File: config.mk
export PLATFORM = sky130hd
export DESIGN_NAME = decode_buffer
export DESIGN_NICKNAME = d
export VERILOG_FILES = /design/src/rtl/decode_buffer_pkg.sv /design/src/rtl/decode_buffer_imm_gen.sv /design/src/rtl/decode_buffer.sv
export SDC_FILE = /design/constraint.sdc
export NUM_CORES = 1
export LEC_CHECK = 0
export ABC_AREA = 1
export BUFFER_PORTS_ARGS = -buffer_cell sky130_fd_sc_hd__buf_2
export CAP_MARGIN = 40
export CORE_UTILIZATION = 57
export CTS_CLUSTER_SIZE = 24
export DETAILED_ROUTE_END_ITERATION = 10
export GPL_ROUTABILITY_DRIVEN = 0
export MAX_ROUTING_LAYER = met4
export PLACE_DENSITY_LB_ADDON = 0.3
export SETUP_SLACK_MARGIN = 0.05
export SLEW_MARGIN = 15
export SYNTH_ARGS = -nofsm -noshare
export SYNTH_HDL_FRONTEND = slang
export SYNTH_SLANG_ARGS = --single-unit
File: constraint.sdc
create_clock -name clk -period 4.5 [get_ports clk]
set_input_delay 0.675 -clock clk [delete_from_list [all_inputs] [get_ports clk]]
set_output_delay 0.675 -clock clk [all_outputs]
set_load 0.05 [all_outputs]
File: src/rtl/decode_buffer_pkg.sv
// decode_buffer_pkg: shared opcodes, formats and queue entry type for the IF/ID buffer
package decode_buffer_pkg;
  localparam int DEPTH = 2;
  localparam int PC_W = 64;
  localparam logic [6:0] OPC_LUI    = 7'b0110111;
  localparam logic [6:0] OPC_AUIPC  = 7'b0010111;
  localparam logic [6:0] OPC_JAL    = 7'b1101111;
  localparam logic [6:0] OPC_JALR   = 7'b1100111;
  localparam logic [6:0] OPC_BRANCH = 7'b1100011;
  localparam logic [6:0] OPC_LOAD   = 7'b0000011;
  localparam logic [6:0] OPC_STORE  = 7'b0100011;
  localparam logic [6:0] OPC_OP_IMM = 7'b0010011;
  localparam logic [6:0] OPC_OP     = 7'b0110011;
  localparam logic [6:0] OPC_FENCE  = 7'b0001111;
  localparam logic [6:0] OPC_SYSTEM = 7'b1110011;
  typedef enum logic [2:0] {FMT_R, FMT_I, FMT_S, FMT_B, FMT_U, FMT_J} inst_fmt_e;
  typedef enum logic [1:0] {EMPTY, ONE, FULL} occ_e;
  typedef struct packed {
    logic [PC_W-1:0] pc;
    logic [31:0] inst;
    logic pred;
    inst_fmt_e fmt;
    logic [31:0] imm;
    logic illegal;
  } dec_entry_t;
endpackage

File: src/rtl/decode_buffer_imm_gen.sv
// imm_gen_sbm: classifies an RV32I word into format, sign-extended immediate and legality
module imm_gen_sbm
  import decode_buffer_pkg::*;
(
  input  logic [31:0] inst_i,
  output inst_fmt_e   fmt_o,
  output logic [31:0] imm_o,
  output logic        illegal_o
);
  // Opcode decode; anything unrecognised (including inst[1:0]!=11) is illegal with R format
  always_comb begin
    fmt_o = FMT_R;
    illegal_o = 1'b0;
    case (inst_i[6:0])
      OPC_LUI, OPC_AUIPC: fmt_o = FMT_U;
      OPC_JAL: fmt_o = FMT_J;
      OPC_JALR, OPC_LOAD, OPC_OP_IMM, OPC_FENCE, OPC_SYSTEM: fmt_o = FMT_I;
      OPC_BRANCH: fmt_o = FMT_B;
      OPC_STORE: fmt_o = FMT_S;
      OPC_OP: fmt_o = FMT_R;
      default: illegal_o = 1'b1;
    endcase
    imm_o = fmt_o == FMT_I ? {{20{inst_i[31]}}, inst_i[31:20]} :
            fmt_o == FMT_S ? {{20{inst_i[31]}}, inst_i[31:25], inst_i[11:7]} :
            fmt_o == FMT_B ? {{20{inst_i[31]}}, inst_i[7], inst_i[30:25], inst_i[11:8], 1'b0} :
            fmt_o == FMT_U ? {inst_i[31:12], 12'b0} :
            fmt_o == FMT_J ? {{12{inst_i[31]}}, inst_i[19:12], inst_i[20], inst_i[30:21], 1'b0} :
            32'b0;
  end
endmodule

File: src/rtl/decode_buffer.sv
// decode_buffer: two-entry IF/ID queue with write-time decode and same-cycle fetch redirect hints
module decode_buffer
  import decode_buffer_pkg::*;
#(
  parameter int ADDR_W = 32
) (
  input  logic              clk,
  input  logic              rst,
  input  logic              in_valid_i,
  input  logic [ADDR_W-1:0] in_pc_i,
  input  logic [31:0]       in_inst_i,
  input  logic              in_pred_taken_i,
  output logic              in_ready_o,
  output logic              jmp_o,
  output logic              branch_o,
  output logic [ADDR_W-1:0] jmp_target_o,
  input  logic              flush_i,
  output logic              out_valid_o,
  input  logic              out_ready_i,
  output logic [ADDR_W-1:0] out_pc_o,
  output logic [31:0]       out_inst_o,
  output logic              out_pred_taken_o,
  output logic [2:0]        out_fmt_o,
  output logic [31:0]       out_imm_o,
  output logic              out_illegal_o
);
  occ_e state_q, state_d;
  dec_entry_t ent_q [DEPTH];
  dec_entry_t head, wr_ent;
  logic wr_ptr_q, wr_ptr_d, rd_ptr_q, rd_ptr_d;
  logic push, pop, fire;
  inst_fmt_e wr_fmt, tgt_fmt;
  logic [31:0] wr_imm, tgt_imm;
  logic wr_ill, tgt_ill;

  imm_gen_sbm u_wr_dec (.inst_i(in_inst_i), .fmt_o(wr_fmt), .imm_o(wr_imm), .illegal_o(wr_ill));
  imm_gen_sbm u_tgt_dec (.inst_i(in_inst_i), .fmt_o(tgt_fmt), .imm_o(tgt_imm), .illegal_o(tgt_ill));

  assign in_ready_o = state_q != FULL;
  assign out_valid_o = state_q != EMPTY;
  assign fire = in_valid_i & in_ready_o & ~flush_i;
  assign push = fire;
  assign pop = out_valid_o & out_ready_i & ~flush_i;
  assign jmp_o = fire & ~tgt_ill & tgt_fmt == FMT_J;
  assign branch_o = fire & ~tgt_ill & tgt_fmt == FMT_B;
  assign jmp_target_o = in_pc_i + ADDR_W'(tgt_imm);
  assign wr_ent = '{pc: PC_W'(in_pc_i), inst: in_inst_i, pred: in_pred_taken_i,
                    fmt: wr_fmt, imm: wr_imm, illegal: wr_ill};
  assign head = ent_q[rd_ptr_q];
  assign out_pc_o = ADDR_W'(head.pc);
  assign out_inst_o = head.inst;
  assign out_pred_taken_o = head.pred;
  assign out_fmt_o = head.fmt;
  assign out_imm_o = head.imm;
  assign out_illegal_o = head.illegal;

  // Occupancy next-state and pointer advance; flush empties and rewinds everything
  always_comb begin
    state_d = state_q;
    case (state_q)
      EMPTY: state_d = push ? ONE : EMPTY;
      ONE: state_d = push & ~pop ? FULL : pop & ~push ? EMPTY : ONE;
      FULL: state_d = pop ? ONE : FULL;
      default: state_d = EMPTY;
    endcase
    state_d = flush_i ? EMPTY : state_d;
    wr_ptr_d = flush_i ? 1'b0 : wr_ptr_q ^ push;
    rd_ptr_d = flush_i ? 1'b0 : rd_ptr_q ^ pop;
  end

  // State, pointers and entry storage; reset clears all entries so outputs read zero
  always_ff @(posedge clk) begin
    if (rst) begin
      state_q <= EMPTY;
      wr_ptr_q <= 1'b0;
      rd_ptr_q <= 1'b0;
      for (int i = 0; i < DEPTH; i++) ent_q[i] <= '0;
    end else begin
      state_q <= state_d;
      wr_ptr_q <= wr_ptr_d;
      rd_ptr_q <= rd_ptr_d;
      if (push) ent_q[wr_ptr_q] <= wr_ent;
    end
  end
endmodule

==> run summary <==
Status -> completed
FF-to-FF End -> ent_q[0][99]$_SDFFCE_PN0P_
Starting Density -> 58.3%
Startpoint Class -> input port
Worst R2R Start -> state_q[0]$_SDFF_PP0_
Setup-failing EPs final -> 0
Post-synth net total -> 1481
# fillers -> 1445
Hold Crit Depth -> 3
Asr flop ratio synth -> 0%
CTS tree -> yes
Routed vias/inst -> 5.41
Layout area overhead -> 22.6%
Max Freq -> 230 MHz
Critical path peak fanout -> 16
Top-count cell post-synth -> nand2_1
DRT Pass-1 Iters -> 7
Routed vias -> 10137
Max Slew Vio Count -> 0
Worst-Margin Slew -> 0.778 ns
TritonCTS Buffers -> 23
Post-synth EDFFs -> 202
Insertion delay to the later sink of the worst-skew pair -> 0.51 ns
Nets -> 1694
First-pass GRT wire length -> 47.2 mm
Synth warnings -> 0
WL final -> 31.3 mm
Core Region -> 19500 um2
P per Cell Area -> 361 nW/um2
Relative slew slack -> 48.1%
IO Count -> 207
IO Port Bufs -> 206
Post-synth top area cell -> edfxtp_1
Worst Setup End Kind -> primary output
Core Rows -> 51
Die area -> 20500 um2
Max VDD drop -> 297 uV
Setup_tns -> 0 ns
FF-to-FF path depth -> 7
Share of layout cells above drive strength 1 -> 22.0%
Hold_buf cts -> 0
Top-area cell type share of the netlist area -> 53.5%
Post-synth design cell area -> 11300 um2
Worst Hold Slack -> 0.480 ns
Worst Skew -> 0.0141 ns
Min-Delay Path Class -> input port to flip-flop
Distinct cells, synth -> 36
Top_reg_cell synth -> edfxtp_1
Initial antenna violation count -> 1
Post-DP HPWL -> 21.6 mm
Clock Tree Buf Depth -> 3
Vias in the first global route -> 9322
Worst Hold Path EP -> ent_q[1][36]$_SDFFCE_PN0P_
Hold path startpoint -> in_pred_taken_i
Minimum clock period after layout -> 4.34 ns
Die W -> 143 um
CP Class -> input port to primary output
Synth Instances -> 1378
Post-DRT Antenna Nets -> 0
Clock root cell -> clkbuf_16
Wire length per cell -> 16.7 um
Avg Cell Area, Syn -> 8.23 um2
# clock sinks -> 206
Worst-path clk slew -> 0.06 ns
Largest net degree at the start of global routing -> 72
Remaining global-route overflow -> 0
Synthesized flop and latch total -> 206
H-tree levels -> 1
Top post-synthesis cells by count -> nand2_1, nor2_1, edfxtp_1
R2r setup slk -> 1.84 ns
Period utilisation layout -> 96.4%
Top post-synthesis cells by area -> edfxtp_1, nand2_1, nor2_1
GRT Total Usage -> 31.0%
CP Data Arrival Time -> 3.66 ns
Post-synthesis sequential area ratio -> 54.2%
# DRC -> 0
Drt initial violations -> 888
Max_cap viols -> 0
Die span in y -> 143 um
Leakage -> 6.83 nW
Final hold viol count -> 0
Crit path required time -> 3.83 ns
RSZ-0062 raised after global routing -> true
[power breakdown]
| group | switching (W) | internal (W) |
|---|---|---|
| combinational | 0.000677 | 0.000211 |
| sequential | 0.0000234 | 0.00220 |
| clock | 0.000755 | 0.00115 |
[sequential cells by signal, summed over array words and instances (netlist names)]
name,count
ent_q,202
rd_ptr_q,1
state_q,2
wr_ptr_q,1
[metal layers]
| layer | vias to the layer above | GRT usage (%) | part of all wire [%] |
|---|---|---|---|
| met5 | - | - | 0 |
| met4 | 0 | 12.5 | 3.6 |
| met3 | 69 | 5.40 | 8.8 |
| met2 | 507 | 49.8 | 48 |
| met1 | 4701 | 39.0 | 39 |
| li1 | 4860 | - | - |
[worst max-delay path, stage by stage]
cell and delay (ns):
buf_2 0.13, inv_2 0.08, nand2_1 0.12, nor2_4 0.15, nand2_2 0.12, nand2_4 0.09, inv_2 0.04, nand2_2 0.08
inv_2 0.06, o21ai_4 0.20, buf_12 0.17, nand2_1 0.10, ha_2 0.42, nand2_1 0.12, nor2_1 0.16, inv_1 0.09
nor2_2 0.17, nand4_1 0.10, nand3_1 0.12, xor2_1 0.20, buf_4 0.24
[metrics by stage]
| step | cell area (um2) | power (W) | utilization [%] | cells | worst slack (ns) |
|---|---|---|---|---|---|
| after floorplan | 11300 | 0.00286 | - | 1378 | 0.296 |
| after global placement | 12800 | 0.00310 | 65.7 | 1825 | 0.157 |
| after detailed placement | 12900 | 0.00311 | 66.1 | 1828 | 0.0303 |
| after CTS | 13600 | 0.00499 | 70.1 | 1870 | 0.0520 |
| after global routing | 13900 | 0.00517 | 71.4 | 1874 | 0.0184 |
| final | 13900 | 0.00501 | 71.4 | 1874 | 0.161 |
[area by class of cell]
type                       instances  area (um2)  area share [%]
antenna                            1        2.50          0.0180
clock buffer                      28         614            4.42
clock inverter                    14         158            1.13
inverter                         147         553            3.98
multi-input combinational        972        4610            33.1
sequential                       206        6150            44.3
tap                              265         332            2.39
timing repair buffer             241        1480            10.7
[cell families (layout without fill, tap and decap cells)]
logic type	Yosys count	in the layout	share of synthesized area, %
buffers and inverters	200	430	7.02
other	0	1	0
XOR/XNOR	16	16	1.24
AND/OR/NAND/NOR	804	804	28.0
flip-flops	206	206	54.2
AO/OA/AOI/OAI	119	119	5.82
adder cells (fa/ha/maj)	33	33	3.71
[cells in the final DEF (no fill, tap or decap), types with 8 or more instances in the layout]
cell type and instances:
a21oi_1 63, a21oi_2 13, buf_2 190, buf_4 34, clkbuf_16 24, clkinv_2 8, edfxtp_1 202, ha_1 23
inv_1 139, nand2_1 501, nand2_2 14, nand3_1 38, nand4_1 10, nor2_1 191, nor2_2 13, nor3_1 15
o21ai_0 32, xor2_1 14
[what timing repair did]
item | 4_1_cts | 5_1_grt
cloned | 0 | 1
resized for setup | 3 | 66
pin swaps | 0 | 1
buffers inserted | 0 | 1
setup endpoints to repair | 3 | 20
[worst max path at each step]
| stage | startpoint | end | slack (ns) | cells after the start |
|---|---|---|---|---|
| detailed placement | in_inst_i[6] | jmp_target_o[30] | 0.03 | 25 |
| global route | in_inst_i[4] | jmp_target_o[26] | 0.02 | 22 |
| finish | in_inst_i[4] | jmp_target_o[20] | 0.16 | 21 |
| global placement | in_inst_i[6] | jmp_target_o[28] | 0.16 | 25 |
| CTS | in_inst_i[6] | jmp_target_o[16] | 0.05 | 25 |
| floorplan | state_q[0]$_SDFF_PP0_ | ent_q[0][0]$_SDFFCE_PN0P_ | 0.30 | 8 |
No activity file was read; power rests on OpenSTA's default activity.
